File: src/rtl/cache_ctrl_pkg.sv
// Shared types and constants for the per-bank cache miss controller:
// FSM state encoding, victim-word field layout and a one-hot test.
package cache_ctrl_pkg;

  localparam int SET_CNT   = 4;
  localparam int BLOCK_CNT = 6;
  localparam int DOSA      = 4;
  localparam int ADDR_W    = SET_CNT + BLOCK_CNT;
  localparam int VICTIM_W  = 2 * SET_CNT + 2;

  // Victim word layout: {Valid, Dirty, Way, Set}
  localparam int VALID_BIT = VICTIM_W - 1;
  localparam int DIRTY_BIT = VICTIM_W - 2;
  localparam int WAY_LSB   = SET_CNT;
  localparam int SET_LSB   = 0;

  typedef enum logic [3:0] {
    ST_IDLE,
    ST_LOOKUP,
    ST_HIT_UPD,
    ST_VICTIM,
    ST_VIC_CAP,
    ST_WB_REQ,
    ST_WB_WAIT,
    ST_RF_REQ,
    ST_RF_WAIT,
    ST_DONE
  } state_e;

  function automatic logic is_onehot(input logic [DOSA-1:0] v);
    return (v != '0) && ((v & (v - DOSA'(1))) == '0);
  endfunction

endpackage

File: src/rtl/cache_perf_cnt.sv
// Saturating hit / miss / write-back event counters for the miss controller.
// Only instantiated when CACHE_PERF_CNT_EN is defined.
module cache_perf_cnt (
  input  logic        clk,
  input  logic        RST,
  input  logic        hit_inc_i,
  input  logic        miss_inc_i,
  input  logic        wb_inc_i,
  output logic [31:0] hit_cnt_o,
  output logic [31:0] miss_cnt_o,
  output logic [31:0] wb_cnt_o
);

  logic [31:0] hit_q, hit_d;
  logic [31:0] miss_q, miss_d;
  logic [31:0] wb_q, wb_d;

  // Counters hold at all-ones instead of wrapping.
  function automatic logic [31:0] sat_inc(input logic [31:0] c, input logic inc);
    return (inc && (c != '1)) ? c + 32'd1 : c;
  endfunction

  always_comb begin
    hit_d  = sat_inc(hit_q, hit_inc_i);
    miss_d = sat_inc(miss_q, miss_inc_i);
    wb_d   = sat_inc(wb_q, wb_inc_i);
  end

  always_ff @(posedge clk) begin
    if (RST) begin
      hit_q  <= '0;
      miss_q <= '0;
      wb_q   <= '0;
    end else begin
      hit_q  <= hit_d;
      miss_q <= miss_d;
      wb_q   <= wb_d;
    end
  end

  assign hit_cnt_o  = hit_q;
  assign miss_cnt_o = miss_q;
  assign wb_cnt_o   = wb_q;

endmodule

File: src/rtl/cache_miss_ctrl.sv
// Per-bank miss controller: LRU lookup/update strobes, victim write-back and refill.
// Define CACHE_PERF_CNT_EN to add hit_cnt / miss_cnt / wb_cnt counter outputs.
module cache_miss_ctrl
  import cache_ctrl_pkg::*;
(
  input  logic                  clk,
  input  logic                  RST,
  input  logic                  pe_req,
  input  logic                  pe_rd_wr,
  input  logic [ADDR_W-1:0]     pe_addr,
  output logic                  pe_ack,
  input  logic                  tag_hit,
  input  logic [DOSA-1:0]       tag_hit_x,
  output logic                  peEN_3,
  output logic                  Rd_Wr,
  output logic [DOSA-1:0]       hit_x,
  output logic                  HIT,
  output logic [BLOCK_CNT-1:0]  Index_pe,
  output logic                  memEN,
  output logic [ADDR_W-1:0]     Set_Index_mem,
  input  logic [VICTIM_W-1:0]   Least_used_lru,
  output logic                  mem_req,
  output logic                  mem_wr,
  output logic [ADDR_W-1:0]     mem_addr,
  input  logic                  mem_gnt,
  input  logic                  mem_done,
  output logic                  busy
`ifdef CACHE_PERF_CNT_EN
  ,
  output logic [31:0]           hit_cnt,
  output logic [31:0]           miss_cnt,
  output logic [31:0]           wb_cnt
`endif
);

  state_e                state_q, state_d;
  logic [ADDR_W-1:0]     addr_q, addr_d;
  logic                  rd_wr_q, rd_wr_d;
  logic [BLOCK_CNT-1:0]  index_q, index_d;
  logic [ADDR_W-1:0]     set_idx_q, set_idx_d;
  logic [ADDR_W-1:0]     mem_addr_q, mem_addr_d;
  logic [SET_CNT-1:0]    way_q, way_d;
  logic                  hit_q, hit_d;
  logic [DOSA-1:0]       hit_x_q, hit_x_d;
  logic                  rdwr_out_q, rdwr_out_d;
  logic                  pe_ack_q, peen_q, memen_q, mem_req_q, mem_wr_q, busy_q;
  logic                  lookup_hit;
  logic                  refill_done;

  assign lookup_hit = tag_hit && is_onehot(tag_hit_x);

  always_comb begin
    state_d     = state_q;
    addr_d      = addr_q;
    rd_wr_d     = rd_wr_q;
    index_d     = index_q;
    set_idx_d   = set_idx_q;
    mem_addr_d  = mem_addr_q;
    way_d       = way_q;
    hit_d       = hit_q;
    hit_x_d     = hit_x_q;
    rdwr_out_d  = rdwr_out_q;
    refill_done = 1'b0;

    case (state_q)
      ST_IDLE: begin
        if (pe_req) begin
          addr_d  = pe_addr;
          rd_wr_d = pe_rd_wr;
          index_d = pe_addr[BLOCK_CNT-1:0];
          state_d = ST_LOOKUP;
        end
      end
      ST_LOOKUP: begin
        hit_d      = lookup_hit;
        hit_x_d    = lookup_hit ? tag_hit_x : '0;
        rdwr_out_d = rd_wr_q;
        if (lookup_hit) begin
          state_d = ST_HIT_UPD;
        end else begin
          set_idx_d = addr_q;
          state_d   = ST_VICTIM;
        end
      end
      ST_HIT_UPD: state_d = ST_DONE;
      ST_VICTIM:  state_d = ST_VIC_CAP;
      ST_VIC_CAP: begin
        way_d = Least_used_lru[WAY_LSB +: SET_CNT];
        if (Least_used_lru[VALID_BIT] && Least_used_lru[DIRTY_BIT]) begin
          mem_addr_d = {Least_used_lru[SET_LSB +: SET_CNT], addr_q[BLOCK_CNT-1:0]};
          state_d    = ST_WB_REQ;
        end else begin
          mem_addr_d = addr_q;
          state_d    = ST_RF_REQ;
        end
      end
      ST_WB_REQ: begin
        if (mem_gnt) begin
          if (mem_done) begin
            mem_addr_d = addr_q;
            state_d    = ST_RF_REQ;
          end else begin
            state_d = ST_WB_WAIT;
          end
        end
      end
      ST_WB_WAIT: begin
        if (mem_done) begin
          mem_addr_d = addr_q;
          state_d    = ST_RF_REQ;
        end
      end
      ST_RF_REQ: begin
        if (mem_gnt) begin
          if (mem_done) refill_done = 1'b1;
          else          state_d = ST_RF_WAIT;
        end
      end
      ST_RF_WAIT: begin
        if (mem_done) refill_done = 1'b1;
      end
      ST_DONE: state_d = ST_IDLE;
      default: state_d = ST_IDLE;
    endcase

    // A write miss ends with a hit update on the refilled way so the LRU marks it dirty.
    if (refill_done) begin
      if (!rd_wr_q) begin
        hit_d      = 1'b1;
        hit_x_d    = DOSA'(1) << way_q;
        rdwr_out_d = 1'b0;
        state_d    = ST_HIT_UPD;
      end else begin
        state_d = ST_DONE;
      end
    end
  end

  // Strobes are registered from the next state so they line up with the state they belong to.
  always_ff @(posedge clk) begin
    if (RST) begin
      state_q    <= ST_IDLE;
      addr_q     <= '0;
      rd_wr_q    <= 1'b0;
      index_q    <= '0;
      set_idx_q  <= '0;
      mem_addr_q <= '0;
      way_q      <= '0;
      hit_q      <= 1'b0;
      hit_x_q    <= '0;
      rdwr_out_q <= 1'b0;
      pe_ack_q   <= 1'b0;
      peen_q     <= 1'b0;
      memen_q    <= 1'b0;
      mem_req_q  <= 1'b0;
      mem_wr_q   <= 1'b0;
      busy_q     <= 1'b0;
    end else begin
      state_q    <= state_d;
      addr_q     <= addr_d;
      rd_wr_q    <= rd_wr_d;
      index_q    <= index_d;
      set_idx_q  <= set_idx_d;
      mem_addr_q <= mem_addr_d;
      way_q      <= way_d;
      hit_q      <= hit_d;
      hit_x_q    <= hit_x_d;
      rdwr_out_q <= rdwr_out_d;
      pe_ack_q   <= (state_d == ST_DONE);
      peen_q     <= (state_d == ST_HIT_UPD);
      memen_q    <= (state_d == ST_VICTIM);
      mem_req_q  <= (state_d == ST_WB_REQ) || (state_d == ST_RF_REQ);
      mem_wr_q   <= (state_d == ST_WB_REQ);
      busy_q     <= (state_d != ST_IDLE);
    end
  end

  assign pe_ack        = pe_ack_q;
  assign peEN_3        = peen_q;
  assign Rd_Wr         = rdwr_out_q;
  assign hit_x         = hit_x_q;
  assign HIT           = hit_q;
  assign Index_pe      = index_q;
  assign memEN         = memen_q;
  assign Set_Index_mem = set_idx_q;
  assign mem_req       = mem_req_q;
  assign mem_wr        = mem_wr_q;
  assign mem_addr      = mem_addr_q;
  assign busy          = busy_q;

`ifdef CACHE_PERF_CNT_EN
  logic hit_inc, miss_inc, wb_inc;

  assign hit_inc  = (state_q == ST_LOOKUP) && (state_d == ST_HIT_UPD);
  assign miss_inc = (state_q != ST_VICTIM) && (state_d == ST_VICTIM);
  assign wb_inc   = (state_q != ST_WB_REQ) && (state_d == ST_WB_REQ);

  cache_perf_cnt u_perf_cnt (
    .clk        (clk),
    .RST        (RST),
    .hit_inc_i  (hit_inc),
    .miss_inc_i (miss_inc),
    .wb_inc_i   (wb_inc),
    .hit_cnt_o  (hit_cnt),
    .miss_cnt_o (miss_cnt),
    .wb_cnt_o   (wb_cnt)
  );
`endif

endmodule

File: config.mk
export PLATFORM = sky130hd
export DESIGN_NAME = cache_miss_ctrl
export DESIGN_NICKNAME = d
export VERILOG_FILES = /design/src/rtl/cache_ctrl_pkg.sv /design/src/rtl/cache_perf_cnt.sv /design/src/rtl/cache_miss_ctrl.sv
export SDC_FILE = /design/constraint.sdc
export NUM_CORES = 1
export LEC_CHECK = 0
export CAP_MARGIN = 10
export CORE_ASPECT_RATIO = 2
export CORE_UTILIZATION = 52
export CTS_BUF_LIST = sky130_fd_sc_hd__clkbuf_4 sky130_fd_sc_hd__clkbuf_8
export DETAILED_ROUTE_END_ITERATION = 10
export PLACE_DENSITY_LB_ADDON = 0.15
export SYNTH_ARGS = -nofsm -noshare
export SYNTH_HDL_FRONTEND = slang
export SYNTH_SLANG_ARGS = --single-unit
File: constraint.sdc
create_clock -name clk -period 2.7 [get_ports clk]
set_input_delay 0.405 -clock clk [delete_from_list [all_inputs] [get_ports clk]]
set_output_delay 0.405 -clock clk [all_outputs]
set_load 0.02 [all_outputs]
==> summary.md <==
| Metric | Value |
|---|---|
| Inserted Clock Buffers | 5 |
| Initial Util | 0.541 |
| Vias | a little over 2000 |
| Placed instance area | ~3000 sq um |
| Post-synthesis async set-or-reset flop share | 0 |
| Synth cell types | 45 |
| Final WS setup | 0.654 ns |
| Crit. End Element | flop |
| Worst EP arrival | 2.28 ns |
| Fillers | roughly 380 |
| Worst min path class | flop to flop |
| Sequential fraction of the synthesis area | 0.435 |
| Max-slew violations | 0 |
| Overall power | ~2.5 mW |
| Peak VDD IR | 0.639 mV |
| Vias in the first global route | about 1900 |
| Synth Instances | about 260 |
| Clock Latency Late Sink | 0.30 ns |
| CP Max Fanout | 13 |
| Final core occ | 0.720 |
| Synth area leader | dfxtp_1 |
| H-Tree Depth | 2 |
| Io pins | 69 |
| Fin Hold WS | 0.479 ns |
| Period minus WS final | 2.05 ns |
| Synthesized flop and latch total | 51 |
| Final setup viols | 0 |
| Post-cts resize count | 0 |
| Area Overhead vs Synth | 33.0% |
| Routed wire per std cell | 14.2 um |
| Remaining antenna violation count | 0 |
| Status | complete, no violations |
| Final Non-Filler Cells | 377 |
| Cell Pwr Density | 814 nW/um^2 |
| Top-count cell post-synth | dfxtp_1 |
| Gp weighted congestion | 0.892 |
| Die height | 97.0 um |
| Design Area, Final | roughly 3100 sq um |
| Share of cells above drive strength 1 | 0.0898 |
| Setup TNS | 0 ns |
| Fin. Hold Viols | 0 |
| Synthesis warning total | 0 |
| EDFF count, synth | 0 |
| Max Root-Sink Buffers | 2 |
| # port buffers | 68 |
| Drt drc | 0 |
| Clk_skew | about 0.0047 ns |
| Total GRT Usage | 0.234 |
| Via/cell ratio | 5.51 |
| Static leakage | between 1 and 1.5 nW |
| Row count | 34 |
| Max-cap violations | 0 |
| Drt first pass iters | 4 |
| RSZ-0062 raised after global routing | false |
| Syn Area/Cell | 8.90 sq um |
| Placed Cells | 369 |
| Detail Placement HPWL | 4.00 mm |
| Crit path launch type | primary input |
| Wire length of the first global-routing pass | about 8.8 mm |
| Full die area | 4810 sq um |
| Worst-Margin Slew | 0.741 ns |
| Clk sink count | slightly above 50 |
| Synth Flop Type | dfxtp_1 |
| Initial antenna violation count | 0 |
| Setup Buffers After CTS | 0 |
| Largest net degree at the start of global routing | 38 |
| CTS tree | done |
| Antenna Cells | 0 |
| Final #Nets | 353 |
| Clk pin slew, worst setup/hold paths | 0.09 ns |
| DP Worst Slack | between 0.3 and 0.4 ns |
| Critical Path RT | 2.93 ns |
| Post-CTS Hold Buffers | 0 |
| Final WL | 5.36 mm |
| Mapped cell area | 2350 sq um |
| Root buffer cell | clkbuf_8 |
| CP Class | primary input to flop |
| Chip width | 49.5 um |
| Synth top area cells | dfxtp_1 43%, mux2i_1 11%, nor2_1 5.4% |
| Fin crit share | 0.758 |
| Syn nets | roughly 300 |
| Slew headroom | 0.503 |
| F_max | 0.489 GHz |
| Core ar. | 4340 sq um |
| DRT iter0 DRCs | 38 |
| Post-synth top cells | 51 x dfxtp_1, 34 x nor2_1, 25 x mux2i_1 |
| Grt ovf | 0 |
| Synth top area share | 0.435 |
critical path: stages:
cell and delay, ns:
clkdlybuf4s50_1 0.49, or4b_1 0.49, o31ai_1 0.14, o21a_1 0.43
o21ai_0 0.16, a21oi_1 0.15
layer usage:
layer | up-vias | track usage | share of wire
li1 | 1043 | - | -
met1 | 975 | 0.247 | 0.38
met2 | 48 | 0.428 | 0.56
met3 | 12 | 0.0362 | 0.036
met4 | 0 | 0.116 | 0.028
met5 | - | 0 | 0
cell families after synthesis:
logic type                synth area share
DFF                                  0.435
buffers and inverters               0.0639
and+or+nand+nor                      0.245
AOI/OAI and AO/OA                    0.143
muxes                                0.107
xor gates and xnor gates           0.00746
state kept, by name (all words and copies together), names as in the netlist:
| name | flops |
|---|---|
| state_q | 4 |
| peEN_3 | 1 |
| addr_q | 10 |
| memEN | 1 |
| pe_ack | 1 |
| rd_wr_q | 1 |
| way_q | 4 |
| HIT | 1 |
| mem_addr | 10 |
| mem_wr | 1 |
| Set_Index_mem | 10 |
| hit_x | 4 |
| mem_req | 1 |
| busy | 1 |
| Rd_Wr | 1 |
area by class of cell:
class	instances	area, sq um	area share
multi-input combinational	186	1180	0.379
inverter	2	7.51	0.00240
timing repair buffer	76	741	0.237
sequential	51	1020	0.327
clock buffer	7	96.3	0.0308
clock inverter	1	7.51	0.00240
tap	54	67.6	0.0216
report_power, final:
group / total (mW) / leakage [nW] / switching (mW) / internal [mW]
sequential: 0.957 / 0.414 / 0.0822 / 0.875
clock: 0.473 / 0.0505 / 0.240 / 0.233
combinational: 1.11 / 0.625 / 0.615 / 0.498
total: 2.54 / 1.09 / 0.938 / 1.61
cells in the final DEF (no fill, tap or decap), types with 2 or more instances in the layout:
cell and instances:
a211oi_1 6, a21oi_1 19, buf_4 8, clkbuf_8 7
clkdlybuf4s50_1 68, dfxtp_1 51, inv_1 2, mux2i_1 25
nand2_1 18, nand2b_1 7, nand3_1 15, nand3b_1 3
nand4_1 3, nor2_1 34, nor2b_1 5, nor3_1 4
nor4_2 2, nor4b_2 4, o211ai_1 2, o21ai_0 13
o21ai_2 2, o31ai_1 2
final timing paths:
check	start	endpoint	depth (start not counted)	slack, ns
max reg2reg	state_q[3]$_SDFF_PP0_	memEN$_SDFF_PP0_	4	0.66
min	Set_Index_mem[2]$_SDFFE_PP0P_	Set_Index_mem[2]$_SDFFE_PP0P_	2	0.48
min reg2reg	Set_Index_mem[2]$_SDFFE_PP0P_	Set_Index_mem[2]$_SDFFE_PP0P_	2	0.48
max	tag_hit_x[2]	Set_Index_mem[5]$_SDFFE_PP0P_	6	0.65
(Power assumes the default switching activity.)
